===== src/rtl/fft_output_serializer_if.sv =====
// Beat-stream bundle for the FFT output serializer.
// The master side is the serializer; the slave side supplies frames and ready.
interface fft_output_serializer_if;
  logic                   stage3_done;
  logic [0:7][11:0]       x_stage3_real;
  logic [0:7][11:0]       x_stage3_image;
  logic                   out_ready;
  logic                   out_valid;
  logic signed [11:0]     out_real;
  logic signed [11:0]     out_image;
  logic [2:0]             out_index;
  logic                   out_last;

  modport master (
    input  stage3_done, x_stage3_real, x_stage3_image, out_ready,
    output out_valid, out_real, out_image, out_index, out_last
  );

  modport slave (
    output stage3_done, x_stage3_real, x_stage3_image, out_ready,
    input  out_valid, out_real, out_image, out_index, out_last
  );
endinterface


===== src/rtl/fft_output_serializer.sv =====
// Turns 8-point FFT frames into a valid/ready beat stream, one complex bin per beat,
// with a one-deep pending frame queue and a sticky overrun flag on drops.
module fft_output_serializer #(
  parameter bit BITREV = 1'b1
) (
  input  logic CLK,
  input  logic nRESET,
  input  logic clr_overrun,
  fft_output_serializer_if.master io,
  output logic busy,
  output logic overrun
);
  typedef enum logic {IDLE, STREAM} state_t;

  state_t           state_q, state_d;
  logic [2:0]       k_q, k_d;
  logic             pend_full_q, pend_full_d;
  logic             ovr_d;
  logic             ld_act_new, ld_act_pend, ld_pend;
  logic             xfer, frame_end;
  logic [2:0]       rd_idx;
  logic [0:7][11:0] act_re, act_im, pend_re, pend_im;

  assign xfer      = (state_q == STREAM) && io.out_ready;
  assign frame_end = xfer && (k_q == 3'd7);

  always_ff @(posedge CLK or negedge nRESET) begin
    if (!nRESET) begin
      state_q     <= IDLE;
      k_q         <= 3'd0;
      pend_full_q <= 1'b0;
      overrun     <= 1'b0;
    end else begin
      state_q     <= state_d;
      k_q         <= k_d;
      pend_full_q <= pend_full_d;
      overrun     <= ovr_d;
    end
  end

  always_comb begin
    state_d     = state_q;
    k_d         = k_q;
    pend_full_d = pend_full_q;
    ld_act_new  = 1'b0;
    ld_act_pend = 1'b0;
    ld_pend     = 1'b0;
    ovr_d       = overrun & ~clr_overrun;
    case (state_q)
      IDLE: begin
        if (io.stage3_done) begin
          ld_act_new = 1'b1;
          k_d        = 3'd0;
          state_d    = STREAM;
        end
      end
      STREAM: begin
        // k wraps 7 -> 0 on the final transfer, ready for the next frame
        if (xfer) k_d = k_q + 3'd1;
        if (frame_end) begin
          if (pend_full_q) begin
            ld_act_pend = 1'b1;
            ld_pend     = io.stage3_done;
            pend_full_d = io.stage3_done;
          end else if (io.stage3_done) begin
            ld_act_new = 1'b1;
          end else begin
            state_d = IDLE;
          end
        end else if (io.stage3_done) begin
          if (pend_full_q) begin
            ovr_d = 1'b1;
          end else begin
            ld_pend     = 1'b1;
            pend_full_d = 1'b1;
          end
        end
      end
      default: state_d = IDLE;
    endcase
  end

  // Frame storage is never reset; its contents are masked while IDLE.
  always_ff @(posedge CLK) begin
    if (ld_act_new) begin
      act_re <= io.x_stage3_real;
      act_im <= io.x_stage3_image;
    end else if (ld_act_pend) begin
      act_re <= pend_re;
      act_im <= pend_im;
    end
    if (ld_pend) begin
      pend_re <= io.x_stage3_real;
      pend_im <= io.x_stage3_image;
    end
  end

  assign rd_idx       = BITREV ? {k_q[0], k_q[1], k_q[2]} : k_q;
  assign io.out_valid = (state_q == STREAM);
  assign io.out_real  = io.out_valid ? act_re[rd_idx] : 12'sd0;
  assign io.out_image = io.out_valid ? act_im[rd_idx] : 12'sd0;
  assign io.out_index = k_q;
  assign io.out_last  = io.out_valid && (k_q == 3'd7);
  assign busy         = io.out_valid;
endmodule


===== src/flat_wrapper.sv =====
// flat-port wrapper written by rule: the top's interface ports become plain ports
module fft_output_serializer_flat 
#(
  parameter bit BITREV = 1'b1
)
  (CLK, nRESET, clr_overrun, busy, overrun, io_stage3_done, io_x_stage3_real, io_x_stage3_image, io_out_ready, io_out_valid, io_out_real, io_out_image, io_out_index, io_out_last);
  fft_output_serializer_if io_i ();
  input  logic CLK;
  input  logic nRESET;
  input  logic clr_overrun;
  output logic busy;
  output logic overrun;
  input wire logic [$bits(io_i.stage3_done)-1:0] io_stage3_done;
  input wire logic [$bits(io_i.x_stage3_real)-1:0] io_x_stage3_real;
  input wire logic [$bits(io_i.x_stage3_image)-1:0] io_x_stage3_image;
  input wire logic [$bits(io_i.out_ready)-1:0] io_out_ready;
  output wire logic [$bits(io_i.out_valid)-1:0] io_out_valid;
  output wire logic [$bits(io_i.out_real)-1:0] io_out_real;
  output wire logic [$bits(io_i.out_image)-1:0] io_out_image;
  output wire logic [$bits(io_i.out_index)-1:0] io_out_index;
  output wire logic [$bits(io_i.out_last)-1:0] io_out_last;
  assign io_i.stage3_done = io_stage3_done;
  assign io_i.x_stage3_real = io_x_stage3_real;
  assign io_i.x_stage3_image = io_x_stage3_image;
  assign io_i.out_ready = io_out_ready;
  assign io_out_valid = io_i.out_valid;
  assign io_out_real = io_i.out_real;
  assign io_out_image = io_i.out_image;
  assign io_out_index = io_i.out_index;
  assign io_out_last = io_i.out_last;
  fft_output_serializer #(.BITREV(BITREV)) u_core (.CLK(CLK), .nRESET(nRESET), .clr_overrun(clr_overrun), .io(io_i), .busy(busy), .overrun(overrun));
endmodule

===== config.mk =====
export PLATFORM = sky130hd
export DESIGN_NAME = fft_output_serializer_flat
export DESIGN_NICKNAME = d
export VERILOG_FILES = /design/src/rtl/fft_output_serializer_if.sv /design/src/rtl/fft_output_serializer.sv /design/src/flat_wrapper.sv
export SDC_FILE = /design/constraint.sdc
export NUM_CORES = 1
export LEC_CHECK = 0
export CAP_MARGIN = 10
export CORE_ASPECT_RATIO = 0.9
export CORE_MARGIN = 1.5
export CORE_UTILIZATION = 43
export CTS_BUF_LIST = sky130_fd_sc_hd__clkbuf_4
export DETAILED_ROUTE_END_ITERATION = 6
export DONT_BUFFER_PORTS = 1
export GPL_ROUTABILITY_DRIVEN = 0
export PLACE_DENSITY = 0.62
export REMOVE_ABC_BUFFERS = 1
export SLEW_MARGIN = 30
export SYNTH_ARGS = -nofsm -noshare
export SYNTH_HDL_FRONTEND = slang
export SYNTH_SLANG_ARGS = --single-unit

===== constraint.sdc =====
create_clock -name CLK -period 5.9 [get_ports CLK]
set_input_delay 0.885 -clock CLK [delete_from_list [all_inputs] [get_ports CLK]]
set_output_delay 0.885 -clock CLK [all_outputs]
set_load 0.05 [all_outputs]

[Yosys cells after proc, flatten, opt, wreduce, memory -nomap -nowiden]
Cells that the tools add are included.
Operators by class
  $add $sub $neg: 1
  order comparisons: 1
  equal/unequal tests: 3
  multiplexer cells: 36
  bitwise logic cells: 4
  reduce and logical (&&, ||, !) cells: 7
Operator list (count)
  $mux W96: 4
  $bmux W12 S3: 2
  $mux W12: 6
  $mux W1: 19
  $mux W3: 2
  $pmux W3 S2: 1
  $ge A4 B4 Y1 const B: 1
  $ne A2 B2 Y1 const B: 2
  $not A3 Y4: 1
  $pmux W1 S2: 2
  $reduce_and A2 Y1: 2
  $reduce_bool A2 Y1: 2
  $add A3 B1 Y3 const B: 1
  $eq A3 B3 Y1 const B: 1
  $logic_and A1 B1 Y1: 3
  $not A1 Y1: 2
  $and A1 B1 Y1: 1
Word-level totals
  register bits: 390
  output and inout port bits: 31

[Longest topological paths before layout]
Gate-level depths: netlist of the first run.
  depth after elaboration: 6
  depth in mapped cells: 7
  mapped depth without buffers: 5

[Worst setup path before layout of the first run]
Ideal clock, no wire load.
  kind: reg2reg
  start point: register u_core.k_q[0] (netlist: u_core.io.out_index[0])
  end point: register u_core.act_im[0] in the netlist's numbering (enable)
  arrival time: 5929 ps
  required time: 5335 ps
  slack: -594 ps
  cell stages (with the launch flop): 8
  buffers on the path: 2
  cell sequence: dfrtp_1 -> ha_1 -> ha_1 -> nand3b_4 -> a21boi_2 -> buf_6 -> buf_6 -> a41o_1
Between the ends
  longest elaborated chain between the ends: 5
  elaborated cells on any way between the ends: 7
  those cells by class: 1 x eq/ne; 4 x mux; 2 x reduce/logical
RTL lines
  start, declared: RTL line fft_output_serializer.sv:16  | logic [2:0] k_q, k_d;
  start signal, assigned: RTL line fft_output_serializer.sv:35  | k_q <= k_d;
  $eq A3 B3 Y1 (*): RTL line fft_output_serializer.sv:25  | assign frame_end = xfer && (k_q == 3'd7);
  $logic_and A1 B1 Y1 (*): RTL line fft_output_serializer.sv:25
  $mux W1: RTL line fft_output_serializer.sv:60  | if (frame_end) begin
  $pmux W1 S2 or $mux W1 (tied branches): RTL line fft_output_serializer.sv:49  | case (state_q)
  $reduce_bool A2 Y1 (no line) (*)
  end signal, assigned: RTL line fft_output_serializer.sv:87  | act_im <= io.x_stage3_image;
  end signal, assigned: RTL line fft_output_serializer.sv:90  | act_im <= pend_im;
  end, declared: RTL line fft_output_serializer.sv:22  | logic [0:7][11:0] act_re, act_im, pend_re, pend_im;
Mark *: on every way between the ends. The rest lies on a longest branch, timed or not.
A chain may end at the register's enable or synchronous reset.

[Final worst setup path of the first run]
  start point: register u_core.k_q[1] (netlist: u_core.io.out_index[1])
  end point: output io_out_image[0]
Between the ends
  longest elaborated chain between the ends: 5
RTL lines
  $not A3 Y4 (implied by the code): RTL line fft_output_serializer.sv:101  | assign io.out_image = io.out_valid ? act_im[rd_idx] : 12'sd0;
  $bmux W12 S3: RTL line fft_output_serializer.sv:101
  $mux W12 (implied by the code) (2 in a row): RTL line fft_output_serializer.sv:101
  $mux W12: RTL line fft_output_serializer.sv:101
  end, declared: RTL line flat_wrapper.sv:19  | output wire logic [$bits(io_i.out_image)-1:0] io_out_image;
No other way between the ends. The select of a mux whose other input is x is not followed.

==> metrics, run 1 <==
clk slew on worst S/H paths=0.07 ns; Setup CP Type=reg -> out; Async SR Flop Fraction=0.0154; initial antenna violation count=1; DR pass1 iterations=6; post-synth cell types=29; vias=7,453; Placeable Area=0.0363 mm^2; headroom to the max-slew limit=0.411; placed cells=1,258; worst r2r path cells=6; Initial Util=0.438; status=completed; initial DRC count=roughly 340; top-count cell post-synth=edfxtp_1; MaxCap Viol Count=0; CP arrival=3.26 ns; post-DR wirelength/cell=22.0 um; area of the mapped netlist=0.0159 mm^2; largest net degree at the start of global routing=~130; TritonCTS buffer count=98; Top FF cell, synth=edfxtp_1; Max Slew Vio Count=0; final instance area=0.0178 mm^2; EDFF count, synth=384; Congestion Overflow GR=0; worst-skew pair later-pin latency=0.80 ns; remaining antenna violation count=0; Remaining DRCs=0; Yosys top cell by area=edfxtp_1; FF+latch area=between 0.01 and 0.015 mm^2; Final setup viols=0; Final period util=0.703; Commonest cells post-synth=384 x edfxtp_1, 119 x mux2_1, 99 x mux2_2, 25 x inv_1, 25 x o21ai_0; combinational share of power=0.253; dpl hpwl=approximately 19,000 um; slew at the pin closest to its max-slew limit=0.883 ns; switching share of power=0.327; hold depth=0; row count=66; Post-Layout Cell Count=1,443; I/O pin total=approximately 230; share of cells above drive strength 1=0.337; CTS tree=done; CTS max path bufs=3; area grow syn2layout=12.0%; post-synth top area share=0.726; RSZ-0062 raised after global routing=false; fin util=0.491; worst vdd ir=189 uV; syn_area_per_cell=approximately 20 um^2; Die Area=0.0381 mm^2; Worst Setup End Kind=output pin; sequential power share=0.461; Area contributors post-synth=edfxtp_1 73%, mux2_1 8.4%, mux2_2 7.0%; endpoints failing hold=0; P_leak=0.00592 uW; Post-CTS Resized=0; Clock Power Share=0.286; P_sw=2650 uW; Mapped Cells=about 800; multi-input logic area=between 0.003 and 0.004 mm^2; yosys synthesis warning count=0; post-synthesis sequential area ratio=0.735; first-pass GRT wire length=just under 50,000 um; crit path max fanout=16; H-tree levels=3; die width=206 um; Crit path required time=5.02 ns; final wirelength=31,700 um; gr usage total=0.170; clk_skew=around 0.055 ns; Power Internal=5460 uW; final layout net count=1,082; PortBufs=0; die height=185 um; min Tclk post-route=a little over 4 ns; P per Cell Area=456 mW/mm^2; Peak Freq=241 MHz; dpl cell area=0.0165 mm^2; worst hold path type=in -> reg; CTS Sinks=390; CTS Root Cell=clkbuf_4; Vias/cell=5.16; Seq cells post-synth=390; vias in the first global route=8,122; Critical Path Start Type=register; FILL cells=3,004
[cells in the final DEF, fill, tap and decap left out]
cell	instances
edfxtp_1	384
clkbuf_4	146
mux2_1	119
mux2_2	99
inv_1	25
o21ai_0	25
clkinv_1	25
buf_4	25
mux2i_1	24
mux4_2	24
a221oi_1	18
a221oi_2	6
clkinv_2	6
buf_12	5
diode_2	3
a22o_1	3
nand2_1	2
nor2_1	2
a21oi_1	2
ha_1	2
bufinv_16	2
clkinvlp_4	2
dfrtp_2	2
dfrtp_4	2
dfrtp_1	2
nand3b_4	1
a21boi_4	1
nor2_4	1
nand2b_2	1
a41o_4	1
and2_1	1
a21o_1	1
and4_4	1
nand4_1	1
xor2_1	1
nand3_1	1
dlygate4sd3_1	1
[critical path, cell delays in order, from the launching register on]
cell,delay [ns]
dfrtp_4,0.64
buf_4,0.50
mux4_2,0.33
inv_1,0.05
a221oi_2,0.91
[repair_timing]
item / CTS / global route
hold buffers: 1 / 0
endpoints found under the hold margin: 6 / 0
setup buffers: 0 / 0
[flip-flops by register name, summed over array words and instances, names as in the netlist]
register             flops
u_core.act_im           96
u_core.pend_im          96
u_core.pend_full_q       1
u_core.io.out_index      3
u_core.busy              1
u_core.overrun           1
u_core.pend_re          96
u_core.act_re           96
[power groups by stage]
stage / Clock [uW] / Combinational (uW) / Sequential (uW)
2_1_floorplan: 0 / 1440 / 3880
5_1_grt: 2540 / 2190 / 3780
4_1_cts: 2420 / 2100 / 3750
6_report: 2320 / 2060 / 3740
3_3_place_gp: 0 / 2080 / 3800
3_5_place_dp: 0 / 2090 / 3810
[per-stage QoR]
step                      worst slack (ns)  total power (uW)  hold WS, ns  setup TNS, ns
after global routing                  1.53              8510       0.0767              0
after floorplan                      -7.26              5320        0.502       -2406.46
after detailed placement              2.42              5900        0.510              0
after global placement                2.44              5870        0.505              0
final                                 1.75              8110        0.174              0
after CTS                             1.54              8260       0.0621              0
[layout make-up]
| class | instances | area share |
|---|---|---|
| Multi-Input combinational cell | 337 | 0.214 |
| Antenna cell | 3 | 0.000422 |
| Inverter | 25 | 0.00527 |
| Clock buffer | 146 | 0.0616 |
| Tap cell | 476 | 0.0335 |
| Sequential cell | 390 | 0.657 |
| Timing Repair Buffer | 31 | 0.0167 |
| Clock inverter | 35 | 0.0112 |
[kinds of logic after synthesis]
kind of cell	count (synthesis)	share of synthesized area
XOR/XNOR	1	0.000551
multiplexers	266	0.204
adder cells (fa/ha/maj)	2	0.00158
flip-flops	390	0.735
AO/OA/AOI/OAI	57	0.0252
buffers and inverters	70	0.0291
AND/OR/NAND/NOR	11	0.00449
[final timing paths]
| path | from | to | slack [ns] |
|---|---|---|---|
| min in group asynchronous | nRESET | u_core.pend_full_q | 0.45 |
| max in group asynchronous | nRESET | u_core.io.out_index[0] | 5.14 |
| worst max-delay path | u_core.io.out_index[1] | io_out_image[0] | 1.75 |
| worst min-delay path | io_x_stage3_image[94] | u_core.pend_im[94] | 0.17 |
| worst min register to register | u_core.pend_im[60] | u_core.act_im[60] | 0.47 |
| worst max register to register | u_core.io.out_index[0] | u_core.act_im[9] | 2.47 |
[metal layers]
layer,GRT usage,vias up,share of wire
li1,-,3430,-
met3,0.0753,49,0.096
met1,0.217,3736,0.42
met4,0.0645,0,0.018
met5,0,-,0
met2,0.256,238,0.47
No activity file was read; power rests on OpenSTA's default activity.
==> run 2: changes to the inputs <==
Settings changed: ABC_AREA from default to 1, PLACE_DENSITY 0.62 to 0.6.
Clock period 5.9 ns to 4.1 ns, I/O delays scaled along.
==> run 2 against run 1 <==
Effect of this change: wire length rose by 35%; sequential share of layout area fell by 10 points; cell area rose by 19%; via count rose by 68%; sequential power rose by 39%; final cell count rose by 78%; combinational power rose by 59%; sequential cell count did not move.
==> metrics, run 2 <==
status=completed; Remaining DRCs=0 (unchanged); P per Cell Area=562 mW/mm^2 (+23%); PortBufs=0 (unchanged); min Tclk post-route=roughly 3.7 ns; combinational share of power=0.275 (+0.022); headroom to the max-slew limit=0.338 (-0.0733); die height=193 um (+4.0%); Commonest cells post-synth=634 x nand2_1, 384 x edfxtp_1, 313 x nand3_1, 202 x inv_1, 50 x nor2_1; Max Slew Vio Count=0 (unchanged); post-CTS setup buffers=0 (unchanged); area grow syn2layout=22.8%; sequential power share=0.435 (-0.026); clk slew on worst S/H paths=0.07 ns (about the same); gr usage total=0.208 (+0.0379); total power=11,900 uW (+47%); Setup CP Type=reg -> out; CTS Sinks=390 (unchanged); post-synthesis sequential area ratio=0.678 (-0.0570); Async SR Flop Fraction=0.0154 (unchanged); terminus of the critical flop-to-flop path=u_core.pend_re[37]; Critical Path Start Type=register; Mapped Cells=1,708 (+110%); Post-CTS Resized=0 (unchanged); reg-to-reg critical path startpoint=u_core.io.out_index[1]; CP arrival=3.12 ns (-0.14 ns); P_sw=4110 uW (+55%); initial antenna violation count=7 (+6); CTS max path bufs=3 (unchanged); top-count cell post-synth=nand2_1; Initial Util=0.436 (-0.00172); Post-Layout Cell Count=2,562 (+78%); Die Area=0.0413 mm^2 (+8.3%); syn_area_per_cell=10.1 um^2 (-49%); Final setup viols=0 (unchanged); area of the mapped netlist=0.0172 mm^2 (+8.4%); slew at the pin closest to its max-slew limit=0.993 ns (+0.110 ns); yosys synthesis warning count=0 (unchanged); Placeable Area=0.0395 mm^2 (+8.8%); Peak Freq=around 270 MHz; Worst Setup End Kind=output pin; post-DR wirelength/cell=16.7 um (-24%); row count=69 (+4.5%); CTS tree=done; first-pass GRT wire length=66,600 um (+39%); initial DRC count=887 (+160%); largest net degree at the start of global routing=194 (+53%); MaxCap Viol Count=0 (unchanged); DR pass1 iterations=5 (-1); final wirelength=42,800 um (+35%); CTS Root Cell=clkbuf_4; Slowest cell on crit path=inv_4; worst hold path type=in -> async; Congestion Overflow GR=0 (unchanged); clk_skew=0.0344 ns (-0.0202 ns); total negative slack=0 ns (unchanged); worst-skew pair later-pin latency=0.82 ns (+0.02 ns); H-tree levels=3 (unchanged); placed cells=2,179 (+73%); Setup Slack @ Placement=1.18 ns (-1.24 ns); Area contributors post-synth=edfxtp_1 67%, nand2_1 14%, nand3_1 9.1%; Final period util=0.912; commonest non-fill, non-tap cell in the layout=nand2_1; vias=12,500 (+68%); RSZ-0062 raised after global routing=false; die width=214 um (+4.1%); post-synth cell types=19 (-34%); TritonCTS buffer count=102 (+4.1%); vias in the first global route=12,400 (+52%); most frequent cells in the layout=633 x nand2_1, 384 x edfxtp_1, 313 x nand3_1, 201 x inv_1, 194 x dlygate4sd3_1; share of cells above drive strength 1=0.108 (-0.229); I/O pin total=228 (unchanged); Crit path required time=3.48 ns (-1.54 ns); Final WS setup=0.361 ns (-1.39 ns); Yosys top cell by area=edfxtp_1; Seq cells post-synth=390 (unchanged); Clock Power Share=0.289 (+0.003); P_leak=0.00918 uW (+55%); Power Internal=7780 uW (+43%); endpoints failing hold=0 (unchanged); dpl hpwl=22,200 um (+18%); crit path max fanout=70 (+54); fin util=0.536 (+0.0453); remaining antenna violation count=0 (unchanged); R2R Setup Slk=1.19 ns (-1.28 ns); worst r2r path cells=9 (+3); crit-path cells=inv_4 > buf_4 > nand2_1 > nand3_1 > nand2_1 > nor2_1 > nor2_1 > buf_4; final layout net count=2,147 (+98%); switching share of power=0.346 (+0.0185); Max stage delay on crit path=0.69 ns (-0.22 ns); worst vdd ir=369 uV (+95%); post-synth top area share=0.670 (-0.0563); Vias/cell=4.88 (-5.5%); Top FF cell, synth=edfxtp_1; EDFF count, synth=384 (unchanged)
[run 2: cell count changes in the layout (fill, tap and decap cells not counted), sizes merged, moves of 12 or more]
cell,change
a221oi,-24
clkinv,-12
inv,+178
mux4,-24
nand3,+312
mux2,-218
nand2,+633
nor2,+48
buf,+17
mux2i,-24
dlygate4sd3,+193
o21ai,-18
[run 2: critical path, delay by kind of cell (launching register included)]
kind	cells	cell delay, ns
buffers and inverters	3	1.25
DFF	1	0.63
and+or+nand+nor	5	0.40
[run 2: worst max path at each step]
stage	to	slack, ns	depth (start not counted)	from
final	io_out_real[9]	0.36	8	u_core.io.out_index[2]
after global routing	io_out_real[0]	0.08	8	u_core.io.out_index[2]
after CTS	io_out_real[9]	0.24	8	u_core.io.out_index[2]
after detailed placement	io_out_real[9]	1.18	8	u_core.io.out_index[2]
after global placement	io_out_real[9]	1.25	8	u_core.io.out_index[2]
after floorplan	u_core.act_im[0]	-14.30	7	u_core.io.out_index[2]
[run 2: per-stage QoR]
step,instance area [um^2],hold slack [ns]
4_1_cts,21100,0.0421
6_report,21100,0.140
3_3_place_gp,17800,0.320
3_5_place_dp,17800,0.320
2_1_floorplan,16700,0.319
5_1_grt,21100,0.0246
[run 2: what timing repair did]
action	in CTS	in global routing
hold endpoints to repair	392	0
hold buffers	197	0
endpoints found under the setup margin	0	0
[run 2: cells by family (layout without fill, tap and decap cells)]
kind of cell | after synthesis | in the layout | synth area share
compound gates | 8 | 8 | 0.00232
fa+ha+maj | 2 | 2 | 0.00145
buf+inv | 308 | 619 | 0.0767
flops | 390 | 390 | 0.678
other cells | 0 | 11 | 0
simple gates | 1000 | 1000 | 0.241
[run 2: layout make-up]
| type | instances | area [um^2] |
|---|---|---|
| fill | 3465 | 18300 |
| sequential | 390 | 11700 |
| multi-input combinational | 1010 | 4250 |
| timing repair buffer | 241 | 2430 |
| clock buffer | 151 | 1130 |
| inverter | 203 | 764 |
| tap | 532 | 666 |
| clock inverter | 24 | 181 |
| antenna | 11 | 27.5 |
[run 2: power by group through the flow]
| stage | clock network (uW) | logic [uW] | registers [uW] |
|---|---|---|---|
| after global placement | 0 | 3030 | 5240 |
| final | 3440 | 3270 | 5180 |
| after floorplan | 0 | 2000 | 5540 |
| after CTS | 3560 | 3320 | 5170 |
| after global routing | 3770 | 3590 | 5220 |
| after detailed placement | 0 | 3070 | 5260 |
[run 2: layer usage]
layer / global-route usage / up-vias / wire length [um]
met5: 0 / - / 0
met3: 0.0600 / 74 / 3010
li1: - / 6143 / -
met2: 0.343 / 414 / 20500
met1: 0.262 / 5877 / 18400
met4: 0.0764 / 0 / 847
==> run 3: changes to the inputs <==
Settings changed: CTS_BUF_LIST sky130_fd_sc_hd__clkbuf_4 to default.
==> run 3 against run 2 <==
Effect of this change: wire length fell by 8.5%; non-clock buffer count fell by 196; sequential power is essentially flat; critical path depth is the same; fmax up 7.2%; sequential share of layout area rose by 6.1 points; via count decreased by 10%; cell area is 10% lower; critical endpoint unchanged; largest cell class unchanged; largest power group unchanged.
==> metrics, run 3 (synthesis gave the netlist of run 2 again) <==
status=completed; area grow syn2layout=10.6%; H-tree levels=2 (-1); crit path max fanout=70 (unchanged); Critical Path Start Type=register; largest net degree at the start of global routing=197 (+1.5%); clk slew on worst S/H paths=0.06 ns (about the same); P_leak=0.00817 uW (-11%); die height=193 um (unchanged); Post-CTS Resized=0 (unchanged); final wirelength=39,200 um (-8.5%); fin util=0.482 (-0.0536); placed cells=2,179 (unchanged); vias=11,200 (-10%); Peak Freq=287 MHz (+7.2%); MaxCap Viol Count=0 (unchanged); final instance area=0.0190 mm^2 (-10%); switching share of power=0.336 (-0.0100); Vias/cell=4.98 (+1.9%); Remaining DRCs=0 (unchanged); dpl cell area=0.0178 mm^2 (unchanged); CTS max path bufs=3 (unchanged); row count=69 (unchanged); share of cells above drive strength 1=0.0622 (-0.0458); total negative slack=0 ns (unchanged); post-CTS setup buffers=0 (unchanged); most frequent cells in the layout=633 x nand2_1, 384 x edfxtp_1, 313 x nand3_1, 201 x inv_1, 50 x nor2_1; CP arrival=2.87 ns (-0.25 ns); initial DRC count=822 (-7.3%); remaining antenna violation count=0 (unchanged); combinational share of power=0.260 (-0.015); gr usage total=0.188 (-0.0203); worst-skew pair later-pin latency=0.57 ns (-0.25 ns); Setup CP Type=reg -> out; sequential power share=0.443 (+0.008); endpoints failing hold=0 (unchanged); DR pass1 iterations=5 (unchanged); P per Cell Area=614 mW/mm^2 (+9.2%); CTS Sinks=390 (unchanged); Die Area=0.0413 mm^2 (unchanged); clk_skew=0.0155 ns (-0.0189 ns); CTS Root Cell=clkbuf_16; P_sw=3920 uW (-4.6%); Initial Util=0.436 (unchanged); TritonCTS buffer count=41 (-60%); final layout net count=1,890 (-12%); slew at the pin closest to its max-slew limit=1.21 ns (+0.214 ns); Setup Slack @ Placement=1.18 ns (unchanged); Final setup viols=0 (unchanged); Post-Layout Cell Count=2,252 (-12%); Congestion Overflow GR=0 (unchanged); Placeable Area=0.0395 mm^2 (unchanged); I/O pin total=228 (unchanged); worst vdd ir=437 uV (+18%); vias in the first global route=10,700 (-14%); RSZ-0062 raised after global routing=false; # diodes=0 (-11); post-DR wirelength/cell=17.4 um (+4.1%); Crit path required time=3.48 ns (about the same); Final WS setup=0.612 ns (+0.252 ns); Max Slew Vio Count=0 (unchanged); Hold Buf Count CTS=1 (-99%); PortBufs=0 (unchanged); Power Internal=7760 uW (-0.21%); worst hold path type=in -> reg; CTS tree=done; commonest non-fill, non-tap cell in the layout=nand2_1; Worst Setup End Kind=output pin; headroom to the max-slew limit=0.195 (-0.143); initial antenna violation count=0 (-7); die width=214 um (unchanged); min Tclk post-route=3.49 ns (-0.252 ns); first-pass GRT wire length=60,300 um (-9.6%); Clock Power Share=0.297 (+0.008); Final period util=0.851 (-0.0613); dpl hpwl=22,200 um (unchanged)
-- run 3: worst paths after layout --
kind / from / to / slack (ns) / depth (start not counted)
max: u_core.io.out_index[2] / io_out_real[9] / 0.61 / 8
min: io_x_stage3_image[9] / u_core.pend_im[9] / 0.14 / 0
max reg2reg: u_core.io.out_index[1] / u_core.act_im[80] / 1.18 / 9
min reg2reg: u_core.pend_im[68] / u_core.act_im[68] / 0.50 / 2
max in group asynchronous: nRESET / u_core.io.out_index[0] / 3.40 / 1
min in group asynchronous: nRESET / u_core.busy / 0.40 / 1
-- run 3: critical path: stages (launching register included) --
cell,delay [ns]
dfrtp_4,0.63
inv_4,0.68
buf_4,0.37
nand2_1,0.07
nand3_1,0.07
nand2_1,0.06
nor2_1,0.12
nor2_1,0.08
buf_4,0.19
-- run 3: final cells by class --
class,count,area (um^2)
multi-input combinational,1010,4250
tap,532,666
clock buffer,50,1100
sequential,390,11700
clock inverter,22,134
inverter,203,764
timing repair buffer,45,419
fill,3640,20400
-- run 3: per-layer routing --
layer  global-route usage  vias to the layer above  share of wire
met5                    0                        -              0
met4               0.0731                        0          0.027
met3               0.0555                       61          0.085
met2                0.293                      351           0.46
met1                0.248                     5254           0.43
li1                     -                     5540              -
-- run 3: power groups by stage --
stage / registers, uW / logic [uW] / clock network [uW]
floorplan: 5540 / 2000 / 0
global placement: 5240 / 3030 / 0
detailed placement: 5260 / 3070 / 0
CTS: 5180 / 3090 / 3580
global route: 5220 / 3340 / 3720
finish: 5180 / 3040 / 3470
-- run 3: metrics by stage --
stage               power, uW  hold slack [ns]
finish                  11700            0.141
global route            12300            0.109
CTS                     11800            0.101
detailed placement       8330            0.320
global placement         8280            0.320
floorplan                7540            0.319
